**src/rtl/serial_adder.sv**
```systemverilog
// serial_adder
//   Digit-serial adder: sum = x + y + cin over WIDTH bits, DIGIT bits per clock.
//   One operation takes N = WIDTH/DIGIT RUN cycles followed by a single DONE cycle.
//   The result is held until the next accepted start.
//
//   Optional feature macro: SERIAL_ADDER_OVF_EN
//     defined   : ovf reports signed overflow of the captured operands
//     undefined : ovf is tied low and no sign-capture registers exist
//
// Ports
//   clk    in   1      clock, rising edge
//   rst_n  in   1      synchronous active-low reset
//   start  in   1      request, sampled only while idle
//   x, y   in   WIDTH  operands, captured on an accepted start
//   cin    in   1      carry-in, captured on an accepted start
//   busy   out  1      high in RUN and DONE
//   done   out  1      one-cycle pulse, result valid
//   sum    out  WIDTH  result, valid from done, held while idle
//   carry  out  1      carry-out of bit WIDTH-1
//   ovf    out  1      signed overflow flag
//
// state  | meaning
// IDLE   | waiting for start, result held
// RUN    | adding one digit per edge
// DONE   | result valid for one cycle

module serial_adder #(
    parameter int WIDTH = 16,
    parameter int DIGIT = 4
) (
    input  logic             clk,
    input  logic             rst_n,
    input  logic             start,
    input  logic [WIDTH-1:0] x,
    input  logic [WIDTH-1:0] y,
    input  logic             cin,
    output logic             busy,
    output logic             done,
    output logic [WIDTH-1:0] sum,
    output logic             carry,
    output logic             ovf
);

    localparam int N  = WIDTH / DIGIT;
    localparam int CW = (N > 1) ? $clog2(N) : 1;
    localparam int DW = DIGIT + 1;

    if (WIDTH < 1 || DIGIT < 1 || DIGIT > WIDTH || (WIDTH % DIGIT) != 0) begin : g_bad_param
        $error("serial_adder: DIGIT must divide WIDTH and lie in 1..WIDTH");
    end

    typedef enum logic [1:0] {
        S_IDLE = 2'd0,
        S_RUN  = 2'd1,
        S_DONE = 2'd2
    } state_t;

    state_t           state;
    state_t           state_nxt;
    logic [WIDTH-1:0] opa;
    logic [WIDTH-1:0] opb;
    logic [CW-1:0]    count;
    logic [DIGIT-1:0] dsum;
    logic             dcarry;
    logic             last;

    assign last = (count == CW'(N - 1));

    // One digit of the addition; carry doubles as the running carry register.
    always_comb begin
        {dcarry, dsum} = {1'b0, opa[DIGIT-1:0]} + {1'b0, opb[DIGIT-1:0]} + DW'(carry);
    end

    // State register
    always_ff @(posedge clk) begin
        if (!rst_n) begin
            state <= S_IDLE;
        end else begin
            state <= state_nxt;
        end
    end

    // Next-state logic
    always_comb begin
        state_nxt = state;
        case (state)
            S_IDLE:  if (start) state_nxt = S_RUN;
            S_RUN:   if (last)  state_nxt = S_DONE;
            S_DONE:  state_nxt = S_IDLE;
            default: state_nxt = S_IDLE;
        endcase
    end

    // Outputs
    always_comb begin
        busy = (state != S_IDLE);
        done = (state == S_DONE);
    end

    // Datapath: operands shift right, result digits enter sum from the MSB end
    // so that after N edges the first digit has reached bit 0.
    always_ff @(posedge clk) begin
        if (!rst_n) begin
            opa   <= '0;
            opb   <= '0;
            count <= '0;
            carry <= 1'b0;
            sum   <= '0;
        end else begin
            case (state)
                S_IDLE: begin
                    if (start) begin
                        opa   <= x;
                        opb   <= y;
                        carry <= cin;
                        count <= '0;
                    end
                end
                S_RUN: begin
                    opa   <= opa >> DIGIT;
                    opb   <= opb >> DIGIT;
                    sum   <= (sum >> DIGIT) | (WIDTH'(dsum) << (WIDTH - DIGIT));
                    carry <= dcarry;
                    count <= count + CW'(1);
                end
                default: ;
            endcase
        end
    end

`ifdef SERIAL_ADDER_OVF_EN
    logic xs;
    logic ys;
    logic ovf_q;

    // Operand signs are captured at start because the shift registers lose them.
    always_ff @(posedge clk) begin
        if (!rst_n) begin
            xs    <= 1'b0;
            ys    <= 1'b0;
            ovf_q <= 1'b0;
        end else begin
            if (state == S_IDLE && start) begin
                xs <= x[WIDTH-1];
                ys <= y[WIDTH-1];
            end
            if (state == S_RUN && last) begin
                ovf_q <= (xs == ys) && (dsum[DIGIT-1] != xs);
            end
        end
    end

    assign ovf = ovf_q;
`else
    assign ovf = 1'b0;
`endif

endmodule
```
**config.mk**
```make
export PLATFORM = sky130hd
export DESIGN_NAME = serial_adder
export DESIGN_NICKNAME = d
export VERILOG_FILES = /design/src/rtl/serial_adder.sv
export SDC_FILE = /design/constraint.sdc
export NUM_CORES = 1
export LEC_CHECK = 0
export CORE_UTILIZATION = 25
export DETAILED_ROUTE_END_ITERATION = 12
export GPL_ROUTABILITY_DRIVEN = 0
export PLACE_DENSITY_LB_ADDON = 0.15
export SKIP_CTS_REPAIR_TIMING = 1
export SYNTH_ARGS = -nofsm -noshare
export SYNTH_HDL_FRONTEND = slang
export SYNTH_SLANG_ARGS = --single-unit
export TNS_END_PERCENT = 10
```
**constraint.sdc**
```tcl
create_clock -name clk -period 5 [get_ports clk]
set_clock_uncertainty 0.05 [all_clocks]
set_input_delay 1.5 -clock clk [delete_from_list [all_inputs] [get_ports clk]]
set_output_delay 1.5 -clock clk [all_outputs]
set_load 0.03 [all_outputs]
```
==> results.yml <==
global_route:
  grt_max_degree: 51
  grt.total_usage_pct: 12.2
  grt_first_pass_wirelength_um: 9880
  gr-total-overflow: 0
  grt_antenna_before_repair: 0
  grt_pass1_vias: 2014
clock_tree:
  tritoncts: "built"
  cts_made_buffers: 5
  cts_sinks: 53
  clkTransAtPathRegs_ps: 90
  cts_root_buffer: "clkbuf_8"
  htree_levels: 2
  clock_latency_ps: 310
  cts_buffer_depth: 2
sta:
  period_minus_slack_ps: 3320
  setup_viol: 0
  finalCritPeriodShare_pct: 66.3
  finalSetupTns_ps: 0
  rsz0062_at_grt: "no"
  max_slew.worst_pin.slew_ps: 584
  slew_headroom_pct: 60.9
  drv_slew: 0
  hold_viol_final: 0
  fmax_ghz: 0.301
yosys:
  syn-mean-instance-area_um2: 8.43
  ys_seq_area_share_pct: 41.5
  synth_edf_count: 0
  synth_cell_types: 29
  synthFlopType: "dfxtp_1"
  synth_area_um2: 2550
  ys_seq_elements: 53
  syn-num-nets: 345
  synth_cells: 303
  yosys_warnings: 0
  async_flop_share_pct: 0
placement:
  numPortBuffers: 54
  dp_hpwl_um: 4080
floorplanning:
  io_pins: 56
  core_um2: 9820
  initial_utilization_pct: 26.0
  fp.dieH_um: 103
  rows: 36
  die_area_um2: 10600
  die_w_um: 103
setup_path:
  worstSetupEndpointType: "output pin"
  critical_path.max_stage_delay_ps: 680
  path_cells: "buf_4, nor2b_1, clkdlybuf4s50_1"
  cp-start-kind: "register"
  crit_required_ps: 3450
  arrival_ps: 1770
  critical_path.max_fanout: 20
  critical_path_class: "reg2out"
  crit_path_top_delay_cell: "clkdlybuf4s50_1"
detailed_routing:
  avgViaCountPerCell: 4.45
  drt-initial-drc-count: 82
  wl_per_cell_um: 12.5
  drc: 0
  drt.antenna.violating_nets: 0
  drt_wl_total_um: 5970
  via_count: 2122
  drt_pass1_iterations: 4
flow_run:
  drv_cap: 0
power:
  power.leakage_nw: 1.15
  ir_worst_vdd_mv: 0.106
  p_total_mw: 0.944
  power.density_nw_per_um2: 288
finish:
  drive_gt1_share_pct: 10.5
  nets: 385
  fillers: 1094
  area_growth_pct: 28.3
  diodes: 0
status:
  status: "finished, final reports clean"
worst_hold_path:
  hold_path_class: "reg2reg"
cell type report:
type	instances	area (um2)	share of cell area (%)
inverter	7	26.3	0.802
clock inverter	1	30.0	0.916
sequential	53	1060	32.4
multi-input combinational	216	1320	40.3
timing repair buffer	60	586	17.9
clock buffer	7	86.3	2.63
tap	133	166	5.08
cell usage in the layout, fill, tap and decap left out, drive strengths merged, types with 2 or more instances in the layout:
cell and n:
a211oi 4, a21o 8, a21oi 24, a311oi 24, buf 6, clkbuf 7
clkdlybuf4s50 54, dfxtp 53, fa 2, ha 4, inv 6, nand2 84
nand2b 13, nand3 2, nand3b 10, nor2 29, nor3 2
Yosys cell counts, types with 2 or more instances:
| cell | number | share of area [%] |
|---|---|---|
| nand2_1 | 84 | 12 |
| dfxtp_1 | 53 | 42 |
| nor2_1 | 29 | 4.3 |
| a21oi_1 | 24 | 4.7 |
| a311oi_2 | 21 | 12 |
| nand2b_1 | 13 | 3.2 |
| buf_2 | 12 | 2.4 |
| nand3b_1 | 10 | 2.9 |
| a21o_1 | 8 | 2.4 |
| buf_4 | 8 | 2.4 |
| clkbuf_1 | 7 | 1.0 |
| inv_1 | 6 | 0.88 |
| a211oi_1 | 4 | 1.2 |
| ha_1 | 4 | 2.0 |
| a311oi_1 | 3 | 1.0 |
| fa_1 | 2 | 1.6 |
| nand3_1 | 2 | 0.39 |
| nor3_1 | 2 | 0.39 |
logic make-up (layout without fill, tap and decap cells):
group | count (synthesis) | count (layout) | share of synthesized area (%)
DFF | 53 | 53 | 41.5
muxes | 1 | 1 | 0.392
buffers and inverters | 34 | 75 | 6.76
and+or+nand+nor | 144 | 144 | 24.5
AOI/OAI and AO/OA | 64 | 64 | 23.1
other | 1 | 1 | 0.147
adders and majority gates | 6 | 6 | 3.53
layer usage:
metal / global-route usage [%] / part of all wire [%]
met5: 0 / 0
met1: 14.9 / 48
met2: 21.6 / 47
met3: 2.64 / 3.8
met4: 2.93 / 0.97
worst paths after layout:
| check | from | endpoint | slack [ps] | cells past startpoint |
|---|---|---|---|---|
| max | state[1] | done | 1680 | 3 |
| min | sum[1] | sum[1] | 410 | 2 |
| max reg2reg | state[0] | opa[9] | 2940 | 5 |
| min reg2reg | sum[1] | sum[1] | 410 | 2 |
worst max-delay path: cells and delay by family, from the launching register on:
family	cells	cell delay (ps)
buf+inv	2	920
flops	1	390
simple gates	1	160
report_power, final:
group | switching (mW) | internal (mW) | total (mW) | leakage (nW)
Clock | 0.144 | 0.164 | 0.308 | 0.0585
Combinational | 0.0915 | 0.0780 | 0.169 | 0.655
Sequential | 0.0170 | 0.449 | 0.466 | 0.436
Total | 0.253 | 0.691 | 0.944 | 1.15
per-stage QoR:
| step | cells | utilization (%) | cell area [um2] | hold WS, ps | setup WS, ps |
|---|---|---|---|---|---|
| 2_1_floorplan | 303 | - | 2550 | 394 | 2230 |
| 3_3_place_gp | 469 | 32.2 | 3160 | 394 | 1440 |
| 3_5_place_dp | 469 | 32.2 | 3160 | 398 | 1420 |
| 4_1_cts | 477 | 33.4 | 3280 | 413 | 1660 |
| 5_1_grt | 477 | 33.4 | 3280 | 431 | 1530 |
| 6_report | 477 | 33.4 | 3280 | 407 | 1680 |
flip-flops by register name, indices dropped and copies added (netlist names):
register / count
count: 2
sum: 16
opa: 16
state: 2
carry: 1
opb: 16
No activity file was read; power rests on OpenSTA's default activity.
